$ cat src/rtl/vadd_pg_stage_if.sv
// Operand/result bundle for the vector add/sub generate-propagate stage.
// The DUT connects through the slave view; the upstream/downstream side uses master.
interface vadd_pg_stage_if #(
  parameter int DATA_W = 64,
  parameter int TAG_W  = 6
);
  logic              flush_i;
  logic              valid_i;
  logic              ready_o;
  logic [DATA_W-1:0] src_a_i;
  logic [DATA_W-1:0] src_b_i;
  logic [1:0]        sew_i;
  logic              sub_i;
  logic [TAG_W-1:0]  tag_i;

  logic                valid_o;
  logic                ready_i;
  logic [DATA_W-1:0]   g_o;
  logic [DATA_W-1:0]   p_o;
  logic [DATA_W-1:0]   hs_o;
  logic [DATA_W/8-1:0] cin_o;
  logic [1:0]          sew_o;
  logic [TAG_W-1:0]    tag_o;

  modport master (
    output flush_i, valid_i, src_a_i, src_b_i, sew_i, sub_i, tag_i, ready_i,
    input  ready_o, valid_o, g_o, p_o, hs_o, cin_o, sew_o, tag_o
  );

  modport slave (
    input  flush_i, valid_i, src_a_i, src_b_i, sew_i, sub_i, tag_i, ready_i,
    output ready_o, valid_o, g_o, p_o, hs_o, cin_o, sew_o, tag_o
  );
endinterface

$ cat src/rtl/vadd_pg_stage.sv
// Generate/propagate/half-sum pre-processing for the vector add/sub prefix tree,
// segmented per SEW and registered behind a 2-entry skid buffer.
module vadd_pg_stage #(
  parameter int DATA_W = 64,
  parameter int TAG_W  = 6
) (
  input  logic             clk_i,
  input  logic             rstn_i,
  vadd_pg_stage_if.slave   bus
);
  localparam int BYTES = DATA_W / 8;

  typedef struct packed {
    logic [DATA_W-1:0] g;
    logic [DATA_W-1:0] p;
    logic [DATA_W-1:0] hs;
    logic [BYTES-1:0]  cin;
    logic [1:0]        sew;
    logic [TAG_W-1:0]  tag;
  } entry_t;

  entry_t            in_entry;
  entry_t            out_q;
  entry_t            skid_q;
  logic              out_valid;
  logic              skid_valid;
  logic              accept;
  logic              transfer;
  logic [DATA_W-1:0] b_eff;
  logic [DATA_W-1:0] lsb;
  logic [5:0]        pos_mask;

  always_comb begin
    unique case (bus.sew_i)
      2'b00: pos_mask = 6'h07;
      2'b01: pos_mask = 6'h0F;
      2'b10: pos_mask = 6'h1F;
      2'b11: pos_mask = 6'h3F;
    endcase
    b_eff    = bus.sub_i ? ~bus.src_b_i : bus.src_b_i;
    lsb      = '0;
    in_entry = '0;
    // Elements never exceed 64 bits, so the low 6 bits of the index locate element LSBs.
    for (int unsigned i = 0; i < DATA_W; i++) begin
      lsb[i] = ((6'(i) & pos_mask) == 6'd0);
    end
    in_entry.hs = bus.src_a_i ^ b_eff;
    in_entry.g  = (bus.src_a_i & b_eff) | (lsb & in_entry.hs & {DATA_W{bus.sub_i}});
    in_entry.p  = (bus.src_a_i | b_eff) & ~lsb;
    for (int unsigned k = 0; k < BYTES; k++) begin
      in_entry.cin[k] = lsb[8*k] & bus.sub_i;
    end
    in_entry.sew = bus.sew_i;
    in_entry.tag = bus.tag_i;
  end

  assign accept   = bus.valid_i & ~skid_valid;
  assign transfer = out_valid & bus.ready_i;

  always_ff @(posedge clk_i or negedge rstn_i) begin
    if (!rstn_i) begin
      out_q      <= '0;
      skid_q     <= '0;
      out_valid  <= 1'b0;
      skid_valid <= 1'b0;
    end else if (bus.flush_i) begin
      out_valid  <= 1'b0;
      skid_valid <= 1'b0;
    end else if (transfer && skid_valid) begin
      // ready_o is low whenever SKID is occupied, so no accept can coincide here.
      out_q      <= skid_q;
      skid_valid <= 1'b0;
    end else if (accept && (!out_valid || transfer)) begin
      out_q     <= in_entry;
      out_valid <= 1'b1;
    end else if (accept) begin
      skid_q     <= in_entry;
      skid_valid <= 1'b1;
    end else if (transfer) begin
      out_valid <= 1'b0;
    end
  end

  assign bus.ready_o = ~skid_valid;
  assign bus.valid_o = out_valid;
  assign bus.g_o     = out_q.g;
  assign bus.p_o     = out_q.p;
  assign bus.hs_o    = out_q.hs;
  assign bus.cin_o   = out_q.cin;
  assign bus.sew_o   = out_q.sew;
  assign bus.tag_o   = out_q.tag;
endmodule

$ cat src/flat_wrapper.sv
// flat-port wrapper written by rule: the top's interface ports become plain ports
module vadd_pg_stage_flat 
#(
  parameter int DATA_W = 64,
  parameter int TAG_W  = 6
)
  (clk_i, rstn_i, bus_flush_i, bus_valid_i, bus_src_a_i, bus_src_b_i, bus_sew_i, bus_sub_i, bus_tag_i, bus_ready_i, bus_ready_o, bus_valid_o, bus_g_o, bus_p_o, bus_hs_o, bus_cin_o, bus_sew_o, bus_tag_o);
  vadd_pg_stage_if #(.DATA_W(DATA_W), .TAG_W(TAG_W)) bus_i ();
  input  logic clk_i;
  input  logic rstn_i;
  input wire logic [$bits(bus_i.flush_i)-1:0] bus_flush_i;
  input wire logic [$bits(bus_i.valid_i)-1:0] bus_valid_i;
  input wire logic [$bits(bus_i.src_a_i)-1:0] bus_src_a_i;
  input wire logic [$bits(bus_i.src_b_i)-1:0] bus_src_b_i;
  input wire logic [$bits(bus_i.sew_i)-1:0] bus_sew_i;
  input wire logic [$bits(bus_i.sub_i)-1:0] bus_sub_i;
  input wire logic [$bits(bus_i.tag_i)-1:0] bus_tag_i;
  input wire logic [$bits(bus_i.ready_i)-1:0] bus_ready_i;
  output wire logic [$bits(bus_i.ready_o)-1:0] bus_ready_o;
  output wire logic [$bits(bus_i.valid_o)-1:0] bus_valid_o;
  output wire logic [$bits(bus_i.g_o)-1:0] bus_g_o;
  output wire logic [$bits(bus_i.p_o)-1:0] bus_p_o;
  output wire logic [$bits(bus_i.hs_o)-1:0] bus_hs_o;
  output wire logic [$bits(bus_i.cin_o)-1:0] bus_cin_o;
  output wire logic [$bits(bus_i.sew_o)-1:0] bus_sew_o;
  output wire logic [$bits(bus_i.tag_o)-1:0] bus_tag_o;
  assign bus_i.flush_i = bus_flush_i;
  assign bus_i.valid_i = bus_valid_i;
  assign bus_i.src_a_i = bus_src_a_i;
  assign bus_i.src_b_i = bus_src_b_i;
  assign bus_i.sew_i = bus_sew_i;
  assign bus_i.sub_i = bus_sub_i;
  assign bus_i.tag_i = bus_tag_i;
  assign bus_i.ready_i = bus_ready_i;
  assign bus_ready_o = bus_i.ready_o;
  assign bus_valid_o = bus_i.valid_o;
  assign bus_g_o = bus_i.g_o;
  assign bus_p_o = bus_i.p_o;
  assign bus_hs_o = bus_i.hs_o;
  assign bus_cin_o = bus_i.cin_o;
  assign bus_sew_o = bus_i.sew_o;
  assign bus_tag_o = bus_i.tag_o;
  vadd_pg_stage #(.DATA_W(DATA_W), .TAG_W(TAG_W)) u_core (.clk_i(clk_i), .rstn_i(rstn_i), .bus(bus_i));
endmodule
$ cat config.mk
export PLATFORM = sky130hd
export DESIGN_NAME = vadd_pg_stage_flat
export DESIGN_NICKNAME = d
export VERILOG_FILES = /design/src/rtl/vadd_pg_stage_if.sv /design/src/rtl/vadd_pg_stage.sv /design/src/flat_wrapper.sv
export SDC_FILE = /design/constraint.sdc
export NUM_CORES = 1
export LEC_CHECK = 0
export CORE_MARGIN = 1
export CORE_UTILIZATION = 40
export CTS_BUF_LIST = sky130_fd_sc_hd__clkbuf_4 sky130_fd_sc_hd__clkbuf_8
export DETAILED_ROUTE_END_ITERATION = 8
export PLACE_DENSITY_LB_ADDON = 0.08
export SKIP_CTS_REPAIR_TIMING = 1
export SLEW_MARGIN = 30
export SYNTH_ARGS = -nofsm -noshare
export SYNTH_HDL_FRONTEND = slang
export SYNTH_SLANG_ARGS = --single-unit
$ cat constraint.sdc
create_clock -name clk_i -period 2.9 [get_ports clk_i]
set_clock_uncertainty 0.2 [all_clocks]
set_input_delay 0.29 -clock clk_i [delete_from_list [all_inputs] [get_ports clk_i]]
set_output_delay 0.29 -clock clk_i [all_outputs]
set_load 0.02 [all_outputs]
==> metrics.md, run 1 <==
| Metric | Value |
|---|---|
| Total Wirelength | `52,200 um` |
| Number of remaining DRC errors | `0` |
| Cts bufs inserted | `74` |
| I/O pin cnt | `between 300 and 400` |
| Global-route wire length before repair | `84,100 um` |
| Synth Flop Type | `dfrtp_1` |
| Tot GR Track Use | `21.7%` |
| CP max FO | `10` |
| Vias in the first global route | `approximately 15,000` |
| Worst setup margin | `506 ps` |
| Post-DP HPWL | `35,800 um` |
| Fill cells | `4,262` |
| Gpl congestion | `0.786` |
| Area occupied by multi-input gates | `a little under 8000 sq um` |
| Crit Path Category | `reg -> out` |
| Die Ht | `approximately 220 um` |
| Crit-path leading delay family | `buffers and inverters` |
| Core area | `47,000 sq um` |
| Internal reg-to-reg setup slack | `approximately 620 ps` |
| Status | `complete, no violations` |
| Sequential share of the synthesized area | `53.1%` |
| CTS tree | `done` |
| CP required | `2410 ps` |
| Worst path bufs/invs | `1` |
| Post-synth top area cell | `dfrtp_1` |
| Final core occ | `between 50 and 60%` |
| Crit path DAT | `1900 ps` |
| Least-Margin Pin Slew | `638 ps` |
| Initial antenna violation count | `7` |
| Leak | `0.0116 uW` |
| Worst reg2reg path endpoint | `u_core.bus.hs_o[39]` |
| Top cells by count, synth | `nand2_1, dfrtp_1, nor2_1, o21ai_0, a31oi_1` |
| Hold Fails Final Rpt | `0` |
| Post-route ant nets | `0` |
| Final setup viols | `0` |
| Setup crit end kind | `output port` |
| Sink Count | `just over 400` |
| Final slew viol count | `0` |
| Longest Clk Path Bufs | `3` |
| Routing usage on met1 | `28.7%` |
| Worst setup SP type | `register` |
| Synth Warn # | `0` |
| Final min period | `about 2400 ps` |
| Layout cells sized above 1 | `approximately 10%` |
| Top-count cell post-synth | `nand2_1` |
| CP max stage cell | `clkdlybuf4s50_1` |
| Avg Vias per Cell | `just under 5` |
| Die width | `221 um` |
| CTS H-tree depth | `3` |
| DR pass1 iterations | `5` |
| Cell area after synthesis | `19,200 sq um` |
| Starting density of the core | `about two fifths` |
| Worst VDD drop | `341 uV` |
| Grt ovf | `0` |
| Max Freq | `418 MHz` |
| Layout area overhead | `30.7%` |
| Port-buffer cells | `between 300 and 400` |
| Nets | `2,650` |
| Setup TNS | `0 ps` |
| Mapped Nets | `2,315` |
| Detailed router's first-iteration violation count | `1,042` |
| Distinct cell type count after synthesis | `34` |
| GR Util met3 | `6.31%` |
| Crit path largest cell delay | `730 ps` |
| MaxCap Viol Count | `0` |
| Worst flop-to-flop path startpoint | `u_core.skid_valid` |
| Period utilisation layout | `between 80% and 90%` |
| WL/cell | `17.2 um` |
| Clock slew at reported path FFs | `50 ps` |
| Clk root buf | `clkbuf_8` |
| Met2 usage | `about a third` |
| Pin count of the biggest net entering global routing | `93` |
| Gr busiest metal | `met2` |
| Row count | `79` |
| Die ar. | `48,900 sq um` |
| Slew headroom | `57.4%` |
| Via count | `15,000` |
| Min-delay worst type | `in -> async` |
| Seq cells post-synth | `around 400` |
| Post-synth EDFFs | `0` |
| Top cell type's share of synthesized area | `53.1%` |
| Placed Area | `23,600 sq um` |
| Pwr Density | `719 nW/um^2` |
| Cells after Synth | `2,047` |
| Worst path cell trace | `clkdlybuf4s50_1` |
| Worst Setup Slack post-DPL | `342 ps` |
| Design Area, Final | `25,100 sq um` |
| R2r worst-path depth | `6` |
| Clock Latency Late Sink | `600 ps` |
| Synth area leaders | `dfrtp_1, nand2_1, ha_1` |
| Unrepaired setup endpoints after global routing | `no` |
| Mapped Avg Cell Area | `9.39 sq um` |
| Asr flop ratio synth | `100%` |
| Register area | `10,200 sq um` |
[cell usage in the layout, fill, tap and decap left out, types with 3 or more instances in the layout]
master,netlist,routed
dfrtp_1,408,408
buf_4,14,22
nor2_1,197,197
o32a_1,4,4
buf_12,0,29
a31oi_1,134,134
nand3_1,5,3
diode_2,0,3
nand2_1,469,469
clkdlybuf4s50_1,0,348
nor3_1,5,5
xor2_1,63,63
mux2_2,68,68
o21ai_0,197,197
clkbuf_4,0,23
clkbuf_8,0,94
ha_1,126,126
a21oi_1,76,76
o21ai_1,4,4
inv_1,128,128
[cell type report]
cell class | instances | share of cell area, %
flip-flops and latches | 408 | 40.6
inverters | 128 | 1.91
diodes | 3 | 0.0299
multi-input cells | 1369 | 31.5
well taps | 607 | 3.02
clock inverters | 4 | 0.105
clock buffers | 117 | 5.84
repair buffers | 401 | 16.9
[kinds of logic (layout without fill, tap and decap cells)]
kind of cell,Yosys count,after routing,synth area share [%]
and+or+nand+nor,683,683,13.5
adders and majority gates,126,126,8.21
muxes,68,68,3.99
xor gates and xnor gates,65,65,2.96
buffers and inverters,270,650,5.87
AOI/OAI and AO/OA,426,426,12.3
other,1,4,0.0195
DFF,408,408,53.1
[flip-flops by register name, summed over array words and instances, names as in the netlist]
register / flops
u_core.bus.p_o: 63
u_core.skid_q: 203
u_core.bus.valid_o: 1
u_core.bus.g_o: 64
u_core.skid_valid: 1
u_core.bus.sew_o: 2
u_core.bus.hs_o: 64
u_core.bus.tag_o: 6
u_core.bus.cin_o: 4
[worst max-delay path by stage]
stage / start / to / slack [ps] / cells past startpoint
floorplan: bus_sub_i / u_core.bus.g_o[24] / 600 / 9
global placement: bus_valid_i / u_core.bus.g_o[19] / 420 / 7
detailed placement: bus_valid_i / u_core.bus.hs_o[39] / 340 / 7
CTS: u_core.bus.valid_o / bus_valid_o / 430 / 1
global route: u_core.bus.valid_o / bus_valid_o / 410 / 1
finish: u_core.bus.valid_o / bus_valid_o / 510 / 1
[metal layers]
metal / share of wire (%) / vias to the layer above
met2: 47 / 363
met1: 45 / 7196
met3: 6.6 / 94
met5: 0.098 / -
li1: - / 7358
met4: 2.2 / 8
[through the flow]
stage                     cells  total power [uW]  hold WS, ps
after floorplan            2047             10300         -206
after global routing       3037             19100         27.3
after global placement     2912             12600          119
after detailed placement   2912             12700          131
final                      3037             18100         69.0
after CTS                  3033             18300         -537
[power breakdown]
group | switching [uW] | internal [uW]
registers | 805 | 7080
clock network | 2330 | 3170
logic | 2460 | 2210
Power figures use the tool's default switching activity.
==> run 2, diff against run 1 <==
==> constraint.sdc (replaced) <==
create_clock -name clk_i -period 2.3 [get_ports clk_i]
set_clock_uncertainty 0.2 [all_clocks]
set_input_delay 0.23 -clock clk_i [delete_from_list [all_inputs] [get_ports clk_i]]
set_output_delay 0.23 -clock clk_i [all_outputs]
set_load 0.02 [all_outputs]
==> run 2 against run 1 <==
  * Worst setup slack got worse by 420 ps
  * Critical path type unchanged
  * Sequential power rose by 27%
  * Combinational power rose by 27%
  * Non-clock buffer count rose by 28
  * Power rose by 28%
  * Highest routed layer unchanged
  * Die area did not move
  * Critical path depth did not move
==> metrics.md, run 2 (synthesis gave the netlist of run 1 again) <==
| Metric | Value |
|---|---|
| CTS H-tree depth | `3 (unchanged)` |
| Max Freq | `451 MHz` |
| Via count | `15,300 (+1.7%)` |
| Pwr Density | `903 nW/um^2 (+26%)` |
| Tot GR Track Use | `22.1% (+0.37 points)` |
| Initial antenna violation count | `7 (unchanged)` |
| Total Wirelength | `53,100 um (+1.6%)` |
| Vias in the first global route | `15,500 (+1.9%)` |
| Longest Clk Path Bufs | `3 (unchanged)` |
| CP max FO | `9 (-1)` |
| Layout area overhead | `33.2%` |
| Layout cells sized above 1 | `11.3% (+1.2 points)` |
| Row count | `79 (unchanged)` |
| Core area | `47,000 sq um (unchanged)` |
| DR pass1 iterations | `5 (unchanged)` |
| Setup TNS | `0 ps (unchanged)` |
| Clock Latency Late Sink | `620 ps (+20 ps)` |
| Worst VDD drop | `543 uV (+60%)` |
| Die width | `221 um (unchanged)` |
| Starting density of the core | `40.9% (unchanged)` |
| CTS tree | `done` |
| Min-delay src | `bus_sub_i` |
| Post-DP HPWL | `36,700 um (+2.5%)` |
| Worst reg2reg path endpoint | `u_core.bus.hs_o[11]` |
| Crit-path leading delay family | `buffers and inverters` |
| Final Non-Filler Cells | `3,072 (+1.2%)` |
| Crit Path Category | `reg -> out` |
| Unrepaired setup endpoints after global routing | `no` |
| Grt ovf | `0 (unchanged)` |
| Max reg flops | `203 (unchanged)` |
| Internal reg-to-reg setup slack | `210 ps (-410 ps)` |
| Top reg by flops | `u_core.skid_q` |
| Worst setup margin | `83.3 ps (-423 ps)` |
| Post-route ant nets | `0 (unchanged)` |
| Cts bufs inserted | `73 (-1.4%)` |
| Worst Setup Slack post-DPL | `28.8 ps (-313 ps)` |
| WHS Endpoint | `u_core.bus.cin_o[5]` |
| Slew headroom | `65.2% (+7.7 points)` |
| Worst flop-to-flop path startpoint | `u_core.skid_valid` |
| Leak | `0.0119 uW (+2.1%)` |
| Worst path bufs/invs | `1 (unchanged)` |
| Clk root buf | `clkbuf_8` |
| R2r worst-path depth | `6 (unchanged)` |
| Final slew viol count | `0 (unchanged)` |
| Setup crit end kind | `output port` |
| Gpl congestion | `0.801 (+1.9%)` |
| Period utilisation layout | `a little over nine tenths` |
| WL/cell | `17.3 um (+0.48%)` |
| Crit path largest cell delay | `700 ps (-30 ps)` |
| Sink Count | `408 (unchanged)` |
| Pin count of the biggest net entering global routing | `83 (-11%)` |
| Min-delay worst type | `in -> reg` |
| I/O pin cnt | `352 (unchanged)` |
| Hold WS | `17.9 ps (-51.1 ps)` |
| Least-Margin Pin Slew | `518 ps (-120 ps)` |
| Die Ht | `221 um (unchanged)` |
| Die ar. | `48,900 sq um (unchanged)` |
| Final core occ | `54.5% (+1.0 points)` |
| Hold Fails Final Rpt | `0 (unchanged)` |
| Worst path cell trace | `clkdlybuf4s50_1` |
| Status | `complete, no violations` |
| Avg Vias per Cell | `4.97 (+0.55%)` |
| Worst hold path depth | `4` |
| Port-buffer cells | `350 (unchanged)` |
| Final min period | `2220 ps` |
| Clock slew at reported path FFs | `60 ps (about the same)` |
| MaxCap Viol Count | `0 (unchanged)` |
| Number of remaining DRC errors | `0 (unchanged)` |
| Post-Place Cells | `2,936 (+0.82%)` |
| Nets | `2,677 (+1.0%)` |
| CP required | `1870 ps (-540 ps)` |
| Global-route wire length before repair | `85,900 um (+2.1%)` |
| Crit path DAT | `1790 ps (-110 ps)` |
| Worst setup SP type | `register` |
| Most frequent cells in the layout | `nand2_1, dfrtp_1, clkdlybuf4s50_1` |
| CP max stage cell | `clkdlybuf4s50_1` |
| Final setup viols | `0 (unchanged)` |
| Commonest non-fill, non-tap cell in the layout | `nand2_1` |
| Detailed router's first-iteration violation count | `793 (-24%)` |
## run 2: worst max-delay path by stage
stage                             from             endpoint  slack [ps]  cells past startpoint
global placement           bus_ready_i   u_core.bus.g_o[10]         100                      8
global route        u_core.bus.valid_o          bus_valid_o           4                      1
CTS                  u_core.skid_valid          bus_ready_o          -6                      2
finish              u_core.bus.valid_o          bus_valid_o          80                      1
detailed placement         bus_ready_i  u_core.bus.hs_o[11]          30                      8
floorplan                    bus_sub_i   u_core.bus.g_o[24]          60                      9
## run 2: worst register-to-register path, cell delays in order (launching register included)
cell and delay, ps:
dfrtp_1 480, nand2b_1 280, a211oi_4 380, buf_12 250, buf_12 210, nor2_1 60, a31oi_1 160
## run 2: final cells by class
cell class	count	area [sq um]
timing repair buffer	429	4640
inverter	128	480
fill	4239	21400
multi-input combinational	1369	7910
clock inverter	3	20.0
sequential	408	10200
antenna	3	7.51
tap	607	759
clock buffer	125	1550
## run 2: power by group
group          switching [uW]  internal, uW  leakage (uW)  total (uW)
clock                    2990          4210      0.000833        7190
sequential               1050          8920       0.00489        9980
combinational            3100          2830       0.00613        5930
## run 2: per-stage QoR
step | cell area, sq um | total power, uW
4_1_cts | 25500 | 23400
6_report | 25600 | 23100
3_5_place_dp | 23900 | 16100
5_1_grt | 25600 | 24400
2_1_floorplan | 19200 | 12900
3_3_place_gp | 23900 | 15900
## run 2: routing by layer
metal	track usage, %	part of all wire, %	routed length, um	vias to the layer above
li1	-	-	-	7426
met1	29.2	45	23700	7396
met2	35.1	47	24900	354
met3	5.92	6.1	3240	91
met4	7.06	2.2	1150	8
met5	0	0.081	43	-
